`config.mk`:
```
export PLATFORM = sky130hd
export DESIGN_NAME = mod_adsr_envelope
export DESIGN_NICKNAME = d
export VERILOG_FILES = /design/src/rtl/mod_adsr_envelope.sv
export SDC_FILE = /design/constraint.sdc
export NUM_CORES = 1
export LEC_CHECK = 0
export CORE_AREA = 2 2 121 182
export CTS_CLUSTER_SIZE = 30
export DETAILED_ROUTE_END_ITERATION = 12
export DIE_AREA = 0 0 123 184
export DONT_BUFFER_PORTS = 1
export SLEW_MARGIN = 0
export SYNTH_ARGS = -nofsm -noshare
export SYNTH_HDL_FRONTEND = slang
export SYNTH_SLANG_ARGS = --single-unit
```
`constraint.sdc`:
```
create_clock -name i_clk -period 10 [get_ports i_clk]
set_input_delay 1 -clock i_clk [delete_from_list [all_inputs] [get_ports i_clk]]
set_output_delay 1 -clock i_clk [all_outputs]
set_load 0.02 [all_outputs]
```
`src/rtl/mod_adsr_envelope.sv`:
```
// ADSR envelope generator: unsigned fixed-point gain (1.0 = 1 << INPUT_POINT) updated once per i_tick.
// Define ENV_PEAK_HOLD_EN to add a HOLD state at the peak, lasting i_hold_ticks ticks.
module mod_adsr_envelope #(
  parameter int INPUT_WIDTH = 32,
  parameter int INPUT_POINT = 8
) (
  input  logic                   i_clk,
  input  logic                   i_rst,
  input  logic                   i_tick,
  input  logic                   i_gate,
  input  logic [INPUT_WIDTH-1:0] i_attack_step,
  input  logic [INPUT_WIDTH-1:0] i_decay_step,
  input  logic [INPUT_WIDTH-1:0] i_sustain_level,
  input  logic [INPUT_WIDTH-1:0] i_release_step,
  input  logic [15:0]            i_hold_ticks,
  output logic [INPUT_WIDTH-1:0] o_env,
  output logic                   o_valid,
  output logic                   o_active,
  output logic [2:0]             o_state
);

  typedef enum logic [2:0] {
    ST_IDLE    = 3'd0,
    ST_ATTACK  = 3'd1,
    ST_HOLD    = 3'd2,
    ST_DECAY   = 3'd3,
    ST_SUSTAIN = 3'd4,
    ST_RELEASE = 3'd5
  } state_e;

  localparam logic [INPUT_WIDTH-1:0] ONE   = INPUT_WIDTH'(1) << INPUT_POINT;
  localparam logic [INPUT_WIDTH:0]   ONE_X = {1'b0, ONE};

`ifdef ENV_PEAK_HOLD_EN
  localparam state_e PEAK_NEXT = ST_HOLD;
  logic [15:0] cnt_q, cnt_d;
  logic [16:0] cnt_inc;
  assign cnt_inc = {1'b0, cnt_q} + 17'd1;
`else
  localparam state_e PEAK_NEXT = ST_DECAY;
  logic unused_hold_ticks;
  assign unused_hold_ticks = ^i_hold_ticks;
`endif

  state_e                 state_q, state_d;
  logic [INPUT_WIDTH-1:0] level_q, level_d;
  logic                   gate_q;
  logic                   valid_q;
  logic                   active_q;

  logic [INPUT_WIDTH-1:0] sustain_c;
  logic [INPUT_WIDTH:0]   attack_sum;
  logic [INPUT_WIDTH:0]   decay_floor;
  logic                   gate_rise;
  logic                   gate_fall;

  assign sustain_c   = (i_sustain_level > ONE) ? ONE : i_sustain_level;
  // One extra bit so neither the attack sum nor the decay comparison can wrap.
  assign attack_sum  = {1'b0, level_q} + {1'b0, i_attack_step};
  assign decay_floor = {1'b0, sustain_c} + {1'b0, i_decay_step};
  assign gate_rise   = i_gate & ~gate_q;
  assign gate_fall   = ~i_gate & gate_q;

  always_comb begin
    // NOTE: every combinational output gets a default first so no path infers a latch.
    state_d = state_q;
    level_d = level_q;
`ifdef ENV_PEAK_HOLD_EN
    cnt_d   = cnt_q;
`endif
    if (gate_rise && (state_q == ST_IDLE || state_q == ST_RELEASE)) begin
      state_d = ST_ATTACK;
    end else if (gate_fall && state_q != ST_IDLE && state_q != ST_RELEASE) begin
      state_d = ST_RELEASE;
    end else if (i_tick) begin
      unique case (state_q)
        ST_IDLE: level_d = '0;
        ST_ATTACK: begin
          if (attack_sum >= ONE_X) begin
            level_d = ONE;
            state_d = PEAK_NEXT;
          end else begin
            level_d = attack_sum[INPUT_WIDTH-1:0];
          end
        end
`ifdef ENV_PEAK_HOLD_EN
        ST_HOLD: begin
          level_d = ONE;
          if (cnt_inc >= {1'b0, i_hold_ticks}) state_d = ST_DECAY;
          else                                 cnt_d   = cnt_inc[15:0];
        end
`endif
        ST_DECAY: begin
          if ({1'b0, level_q} <= decay_floor) begin
            level_d = sustain_c;
            state_d = ST_SUSTAIN;
          end else begin
            level_d = level_q - i_decay_step;
          end
        end
        ST_SUSTAIN: level_d = sustain_c;
        ST_RELEASE: begin
          if (level_q <= i_release_step) begin
            level_d = '0;
            state_d = ST_IDLE;
          end else begin
            level_d = level_q - i_release_step;
          end
        end
        default: begin
          level_d = '0;
          state_d = ST_IDLE;
        end
      endcase
    end
`ifdef ENV_PEAK_HOLD_EN
    if (state_d != ST_HOLD) cnt_d = '0;
`endif
  end

  always_ff @(posedge i_clk) begin
    // NOTE: sequential state uses non-blocking assignments so all registers update together.
    if (i_rst) begin
      state_q  <= ST_IDLE;
      level_q  <= '0;
      gate_q   <= 1'b0;
      valid_q  <= 1'b0;
      active_q <= 1'b0;
`ifdef ENV_PEAK_HOLD_EN
      cnt_q    <= '0;
`endif
    end else begin
      state_q  <= state_d;
      level_q  <= level_d;
      gate_q   <= i_gate;
      valid_q  <= i_tick;
      active_q <= (state_d != ST_IDLE);
`ifdef ENV_PEAK_HOLD_EN
      cnt_q    <= cnt_d;
`endif
    end
  end

  assign o_env    = level_q;
  assign o_valid  = valid_q;
  assign o_active = active_q;
  assign o_state  = state_q;

endmodule

```
==> impl_metrics.json, run 1 <==
{
  "antennaDiodeCount": 0,
  "yosysSeqAreaShare_pct": 8.12,
  "ir_worst_vdd_uv": 80.0,
  "period_needed_ps": 7900,
  "critPathLaunchType": "input pin",
  "cp_data_required_time_ps": 10230,
  "cp-end-kind": "register",
  "die_y_um": 184,
  "rsz0062_at_grt": "no",
  "hold-worst-slack_ps": 681,
  "powerDensity_nw_per_um2": 59.8,
  "grt_pass1_vias": 9416,
  "grt_pass1_wl_mm": 47.1,
  "ys_dominant_reg_cell": "dfxtp_1",
  "grt_max_degree": 33,
  "min_path_type": "register to register",
  "yosysTopAreaCell": "ha_1",
  "synthTopCellsByCount": "159 x ha_1, 123 x a21oi_1, 121 x nand2_1",
  "coreArea_um2": 21000,
  "grt_usage_pct": 26.2,
  "clkSlewWorstSetupHoldPaths_ps": 60,
  "synth_edf_count": 0,
  "nFillCells": 2257,
  "via_per_inst": 6.25,
  "layout.nets": 1586,
  "io_pins": 185,
  "numCtsBuffers": 5,
  "relSlewSlack_pct": 39.8,
  "finalSetupViolCount": 0,
  "intPower_mw": 0.370,
  "p_sw_share_pct": 37.2,
  "outcome": "completed",
  "p_total_mw": 0.589,
  "cts_tree": "built",
  "cts_hold_buf": 0,
  "worstPathMaxFanout": 15,
  "syn_avg_cell_area_um2": 7.37,
  "synth.top_cells.by_area": "ha_1 21%, dfxtp_1 8.1%, a21oi_1 6.6%, a21o_1 6.1%, nand2_1 4.8%",
  "port_buffers": 0,
  "synth_simple_gate_area_share_pct": 18.8,
  "hpwl_mm": 25.4,
  "stdcell_area_um2": 9850,
  "synth_top_family_by_area": "compound AO/OA/AOI/OAI gates",
  "clkSinkCount": 38,
  "comb_power_share_pct": 41.1,
  "synth_adder_area_share_pct": 22.1,
  "wl_per_cell_um": 19.4,
  "gp_congestion": 0.946,
  "cts_setup_buffers": 0,
  "synthToLayoutAreaGrowth_pct": 5.14,
  "initial_utilization_pct": 44.6,
  "tns_ps": 0,
  "synth_most_common_cell": "ha_1",
  "drt_iter0_markers": 538,
  "crit_type": "input pin to register",
  "clock.fmax_mhz": 127,
  "postRouteAntennaNets": 0,
  "netlist_instances": 1271,
  "p_seq_share_pct": 28.3,
  "critPathArrivalTime_ps": 8140,
  "hold_viol_final": 0,
  "grt_antenna_before_repair": 0,
  "synth.area.mux_share_pct": 0.748,
  "route.detailed.drc": 0,
  "tightest_slew_ps": 902,
  "clk_latency_ps": 290,
  "p_clk_share_pct": 30.6,
  "cts.root.buffer_cell": "clkbuf_16",
  "cap_violations": 0,
  "yosys_warnings": 0,
  "synth-seq-cells": 38,
  "fin_skew_ps": 5.35,
  "grt-ovfl-total": 0,
  "row_count": 65,
  "routed_wl_mm": 29.9,
  "cts_buffer_depth": 2,
  "cts_max_level": 2,
  "switchingPower_mw": 0.219,
  "drive_gt1_share_pct": 3.29,
  "synth_compound_area_share_pct": 35.9,
  "fin_crit_sh_pct": 79.0,
  "firstDrtPassIters": 5,
  "synthXorXnorAreaFrac_pct": 9.26,
  "cts.repair.resized": 0,
  "syn_area_um2": 9370,
  "synthDistinctLibCells": 83,
  "synthArstFlopShare_pct": 0,
  "final_max_slew_viol_count": 0,
  "dpl_cell_area_um2": 9690,
  "p_leak_nw": 4.98,
  "yosys.area.top_type_share_pct": 21.2,
  "fp.dieArea_um2": 22600,
  "die_w_um": 123,
  "num_vias": 9656
}
-- path summary, 6_finish.rpt --
check / start / to / slack (ps) / depth (start not counted)
worst max-delay path: i_sustain_level[19] / o_env[31] / 2100 / 27
worst min-delay path: o_env[0] / o_env[0] / 680 / 2
worst max register to register: o_env[0] / o_active / 5510 / 15
worst min register to register: o_env[0] / o_env[0] / 680 / 2
-- layer usage --
layer	wire (µm)	global-route usage [%]	part of all wire, %
met1	11100	27.7	37
met5	0	0	0
met2	15300	49.1	51
met4	1500	11.7	5.0
met3	1950	5.09	6.5
-- critical path: stages --
cell and delay [ps]:
nor4_1 250, nand4_1 150, a211oi_1 640, and2_1 390
ha_1 290, a21o_1 160, a21oi_1 270, o21ai_0 210
a41oi_1 450, o2111ai_1 280, a311oi_1 500, o31ai_1 170
o21ai_0 180, nand2b_1 80, a21oi_1 170, xor2_1 170
ha_1 260, and3_1 220, nand4_1 90, o211a_1 170
o21a_1 110, a31oi_1 40, a31o_2 390, nor2b_1 680
nand2_1 410, nor3b_1 270, a211o_1 110
-- registers in the layout, summed over array words and instances (netlist names) --
name      cells
o_env        32
o_state       3
gate_q        1
o_active      1
o_valid       1
-- metrics by stage --
stage               utilization, %  cells  setup WS, ps
floorplan                        -   1293          3620
global placement              46.2   1536          1980
detailed placement            46.2   1536          1910
CTS                           46.9   1544          2200
global route                  46.9   1544          1240
finish                        46.9   1544          2100
-- power by group through the flow --
stage	Clock, mW	Combinational (mW)	Sequential, mW
detailed placement	0	0.237	0.170
CTS	0.183	0.239	0.166
global placement	0	0.236	0.170
finish	0.180	0.242	0.166
global route	0.190	0.275	0.167
floorplan	0	0.196	0.166
-- layout make-up --
type	instances	area, µm²	share of cell area [%]
inverters	97	364	3.70
clock inverters	1	30.0	0.305
clock buffers	7	133	1.35
repair buffers	1	7.51	0.0762
well taps	268	335	3.40
multi-input cells	1132	8220	83.4
flip-flops and latches	38	761	7.72
-- logic make-up (layout without fill, tap and decap cells) --
| kind of cell | count (synthesis) | in the layout |
|---|---|---|
| other | 1 | 23 |
| flip-flops | 38 | 38 |
| AO/OA/AOI/OAI | 486 | 486 |
| adder cells (fa/ha/maj) | 163 | 163 |
| buffers and inverters | 123 | 106 |
| XOR/XNOR | 99 | 99 |
| AND/OR/NAND/NOR | 354 | 354 |
| multiplexers | 7 | 7 |
-- cell usage in the layout (no fill, tap or decap), types with 19 or more instances in the layout --
cell / instances
o21ai_0: 73
nand3_1: 29
conb_1: 23
nor3_1: 26
o21a_1: 19
a21oi_1: 123
inv_1: 97
nor2_1: 58
a21o_1: 76
xor2_1: 51
dfxtp_1: 38
ha_1: 159
nand2_1: 121
xnor2_1: 48
(Power assumes the default switching activity.)
==> run 2, diff against run 1 <==
==> constraint.sdc (replaced) <==
create_clock -name i_clk -period 6.6 [get_ports i_clk]
set_input_delay 0.66 -clock i_clk [delete_from_list [all_inputs] [get_ports i_clk]]
set_output_delay 0.66 -clock i_clk [all_outputs]
set_load 0.02 [all_outputs]
==> impl_metrics.json, run 2 (same netlist as run 1, synthesis figures left out) <==
{
  "numCtsBuffers": 5,
  "drive_gt1_share_pct": 4.53,
  "worstPathMaxFanout": 8,
  "clkSinkCount": 38,
  "finish.utilization_pct": 47.3,
  "ir_worst_vdd_uv": 106,
  "placed_cells": 1543,
  "grtUsageMet2_pct": 48.8,
  "relSlewSlack_pct": 34.3,
  "via_per_inst": 6.20,
  "grt_pass1_vias": 9236,
  "cts_max_level": 2,
  "row_count": 65,
  "nFillCells": 2214,
  "route.detailed.drc": 0,
  "critPathLaunchType": "input pin",
  "p_total_mw": 0.864,
  "grt_usage_pct": 25.8,
  "powerDensity_nw_per_um2": 87.1,
  "stdcell_area_um2": 9920,
  "hold-worst-slack_ps": 434,
  "slowest_stage": "o311ai_0",
  "grt-ovfl-total": 0,
  "fin_skew_ps": 9.96,
  "hpwl_mm": 25.4,
  "cts_hold_buf": 0,
  "grt_pass1_wl_mm": 46.3,
  "outcome": "completed",
  "p_leak_nw": 5.01,
  "worst_r2r_path_depth": 15,
  "largest_register_ff_count": 32,
  "cp-end-kind": "register",
  "die_y_um": 184,
  "pre_cts_slack_ps": -33.2,
  "crit_type": "input pin to register",
  "cap_violations": 0,
  "cts_buffer_depth": 2,
  "clk_latency_ps": 290,
  "holdPathStages": 1,
  "slowest_delay_ps": 440,
  "cts_tree": "built",
  "cp_data_required_time_ps": 6830,
  "clkSlewWorstSetupHoldPaths_ps": 60,
  "grt.busiest_layer": "met2",
  "port_buffers": 0,
  "tightest_slew_ps": 983,
  "grt_antenna_before_repair": 0,
  "grt_max_degree": 33,
  "met1_usage_pct": 27.2,
  "io_pins": 185,
  "final_common_cell": "ha_1",
  "critPathArrivalTime_ps": 6260,
  "synthToLayoutAreaGrowth_pct": 5.92,
  "antennaDiodeCount": 0,
  "hold_viol_final": 0,
  "fin_crit_sh_pct": 91.5,
  "fin_cells": 1549,
  "setup_ws_ps": 563,
  "tns_ps": 0,
  "gp_congestion": 0.944,
  "initial_utilization_pct": 44.6,
  "min_path_type": "input pin to register",
  "dpl_cell_area_um2": 9740,
  "gr-usage-met3_pct": 4.75,
  "firstDrtPassIters": 5,
  "drt_iter0_markers": 460,
  "cts.root.buffer_cell": "clkbuf_16",
  "postRouteAntennaNets": 0,
  "period_needed_ps": 6040,
  "wl_per_cell_um": 19.3,
  "final_max_slew_viol_count": 0,
  "layout.nets": 1593,
  "num_vias": 9599,
  "fp.dieArea_um2": 22600,
  "final_cell_mix": "159 x ha_1, 123 x a21oi_1, 120 x nand2_1",
  "coreArea_um2": 21000,
  "finalSetupViolCount": 0,
  "clock.fmax_mhz": 166,
  "die_w_um": 123,
  "routed_wl_mm": 29.8
}
run 2: cell type report:
class	instances	area (µm²)	area share (%)
clock buffer	6	139	1.40
multi-input combinational	1132	8260	83.3
sequential	38	761	7.67
inverter	97	364	3.67
tap	268	335	3.38
timing repair buffer	8	60.1	0.605
run 2: path summary, 6_finish.rpt:
path,start,end,slack [ps]
worst min-delay path,i_rst,o_env[1],430
worst max-delay path,i_sustain_level[19],o_active,560
worst max register to register,o_env[0],o_active,2060
worst min register to register,o_env[0],o_env[0],670
run 2: critical path, delay by kind of cell:
kind	cells	cell delay, ps
AOI/OAI and AO/OA	16	2860
adders and majority gates	3	780
xor gates and xnor gates	1	150
and+or+nand+nor	8	1470
buffers and inverters	2	360
run 2: power by group:
part	total (mW)	internal, mW	switching (mW)
clock	0.241	0.146	0.0948
sequential	0.252	0.235	0.0169
combinational	0.371	0.148	0.223
total	0.864	0.529	0.335
run 2: metal layers:
layer / wire length (µm) / vias to the layer above
li1: - / 4791
met1: 11300 / 4399
met2: 15200 / 325
met3: 1780 / 84
met4: 1550 / 0
met5: 0 / -
run 2: timing repair:
action                                  4_1_cts  5_1_grt
endpoints found under the setup margin        0       36
hold endpoints to repair                      0        0
resized for setup                             0       11
setup buffers                                 0        0
==> run 3, diff against run 2 <==
--- a/config.mk
+++ b/config.mk
@@ -10,6 +10,7 @@
 export DETAILED_ROUTE_END_ITERATION = 12
 export DIE_AREA = 0 0 123 184
 export DONT_BUFFER_PORTS = 1
+export GPL_ROUTABILITY_DRIVEN = 0
 export SLEW_MARGIN = 0
 export SYNTH_ARGS = -nofsm -noshare
 export SYNTH_HDL_FRONTEND = slang
==> impl_metrics.json, run 3 (same netlist as run 1, synthesis figures left out) <==
{
  "postRouteAntennaNets": 0,
  "row_count": 65,
  "critPathBufInv": 2,
  "initial_utilization_pct": 44.6,
  "fin_skew_ps": 7.19,
  "layout.nets": 1593,
  "via_per_inst": 6.17,
  "crit_top_cell": "nand4_1",
  "startpoint": "i_sustain_level[31]",
  "cp_data_required_time_ps": 6750,
  "cp-end-kind": "register",
  "tightest_slew_ps": 949,
  "grt_antenna_before_repair": 0,
  "die_w_um": 123,
  "grt_usage_pct": 26.0,
  "p_total_mw": 0.873,
  "cap_violations": 0,
  "fp.dieArea_um2": 22600,
  "routed_wl_mm": 30.0,
  "coreArea_um2": 21000,
  "route.detailed.drc": 0,
  "grt_pass1_wl_mm": 46.6,
  "r2r-start": "o_env[0]",
  "grt-ovfl-total": 0,
  "cts_buffer_depth": 2,
  "grt_max_degree": 33,
  "drive_gt1_share_pct": 4.60,
  "relSlewSlack_pct": 36.7,
  "slowest_stage": "a221oi_1",
  "period_needed_ps": 6130,
  "powerDensity_nw_per_um2": 87.9,
  "clkSinkCount": 38,
  "synthToLayoutAreaGrowth_pct": 6.04,
  "cts_hold_buf": 0,
  "clkSlewWorstSetupHoldPaths_ps": 60,
  "p_leak_nw": 5.01,
  "drt_iter0_markers": 471,
  "cts_max_level": 2,
  "min_from": "i_rst",
  "crit_type": "input pin to register",
  "final_max_slew_viol_count": 0,
  "cpLargestDelayFamily": "compound AO/OA/AOI/OAI gates",
  "tns_ps": 0,
  "critPathArrivalTime_ps": 6280,
  "slowest_delay_ps": 390,
  "hold_viol_final": 0,
  "cts.repair.resized": 0,
  "final_cell_mix": "159 x ha_1, 123 x a21oi_1, 121 x nand2_1",
  "cts.root.buffer_cell": "clkbuf_16",
  "antennaDiodeCount": 0,
  "critPathLaunchType": "input pin",
  "met1_usage_pct": 27.3,
  "wl_per_cell_um": 19.3,
  "hpwl_mm": 25.6,
  "worstPathMaxFanout": 8,
  "finalSetupViolCount": 0,
  "outcome": "completed",
  "firstDrtPassIters": 5,
  "grt.busiest_layer": "met2",
  "clock.fmax_mhz": 163,
  "final_common_cell": "ha_1",
  "grt_pass1_vias": 9320,
  "die_y_um": 184,
  "grtUsageMet2_pct": 49.5,
  "numCtsBuffers": 5,
  "port_buffers": 0,
  "ir_worst_vdd_uv": 102,
  "gr-usage-met3_pct": 4.75,
  "cts_tree": "built",
  "min_path_type": "input pin to register",
  "clk_latency_ps": 290,
  "largest_register_ff_count": 32,
  "io_pins": 185,
  "cts_setup_buffers": 0,
  "fin_crit_sh_pct": 92.8,
  "num_vias": 9566
}
run 3: cell count changes in the layout (fill, tap and decap cells not counted), sizes merged:
| cell | delta |
|---|---|
| clkinvlp | +1 |
| clkinv | +1 |
run 3: cell type report:
type                       instances  area [µm²]
timing repair buffer               8        60.1
multi-input combinational       1132        8260
clock inverter                     2        12.5
fill                            2232       11000
clock buffer                       6         139
tap                              268         335
inverter                          97         364
sequential                        38         761
run 3: worst paths after layout:
check             slack [ps]  cells past startpoint        to
hold / removal           430                      1  o_env[0]
setup / recovery         470                     30  o_env[7]
hold reg to reg          660                      2  o_env[0]
setup reg to reg        2130                     15  o_active
run 3: power by group:
group / total (mW) / internal, mW / switching, mW
Sequential: 0.252 / 0.235 / 0.0169
Combinational: 0.371 / 0.147 / 0.224
Clock: 0.250 / 0.150 / 0.100
Total: 0.873 / 0.532 / 0.341
run 3: per-stage QoR:
stage                     worst slack (ps)  hold slack [ps]  cell area [µm²]  std cells  utilization (%)
final                                  473              433             9930       1551             47.3
after global routing                 -22.7              424             9930       1551             47.3
after CTS                              230              432             9890       1551             47.1
after detailed placement             -23.0              647             9740       1543             46.4
after global placement                52.3              650             9740       1543             46.4
after floorplan                        557              587             9450       1293                -
run 3: metal layers:
metal  routed length [µm]  vias up  part of all wire [%]
met4                 1420        0                   4.7
met5                    0        -                     0
met3                 1660       70                   5.5
li1                     -     4804                     -
met1                11400     4411                    38
met2                15500      281                    52
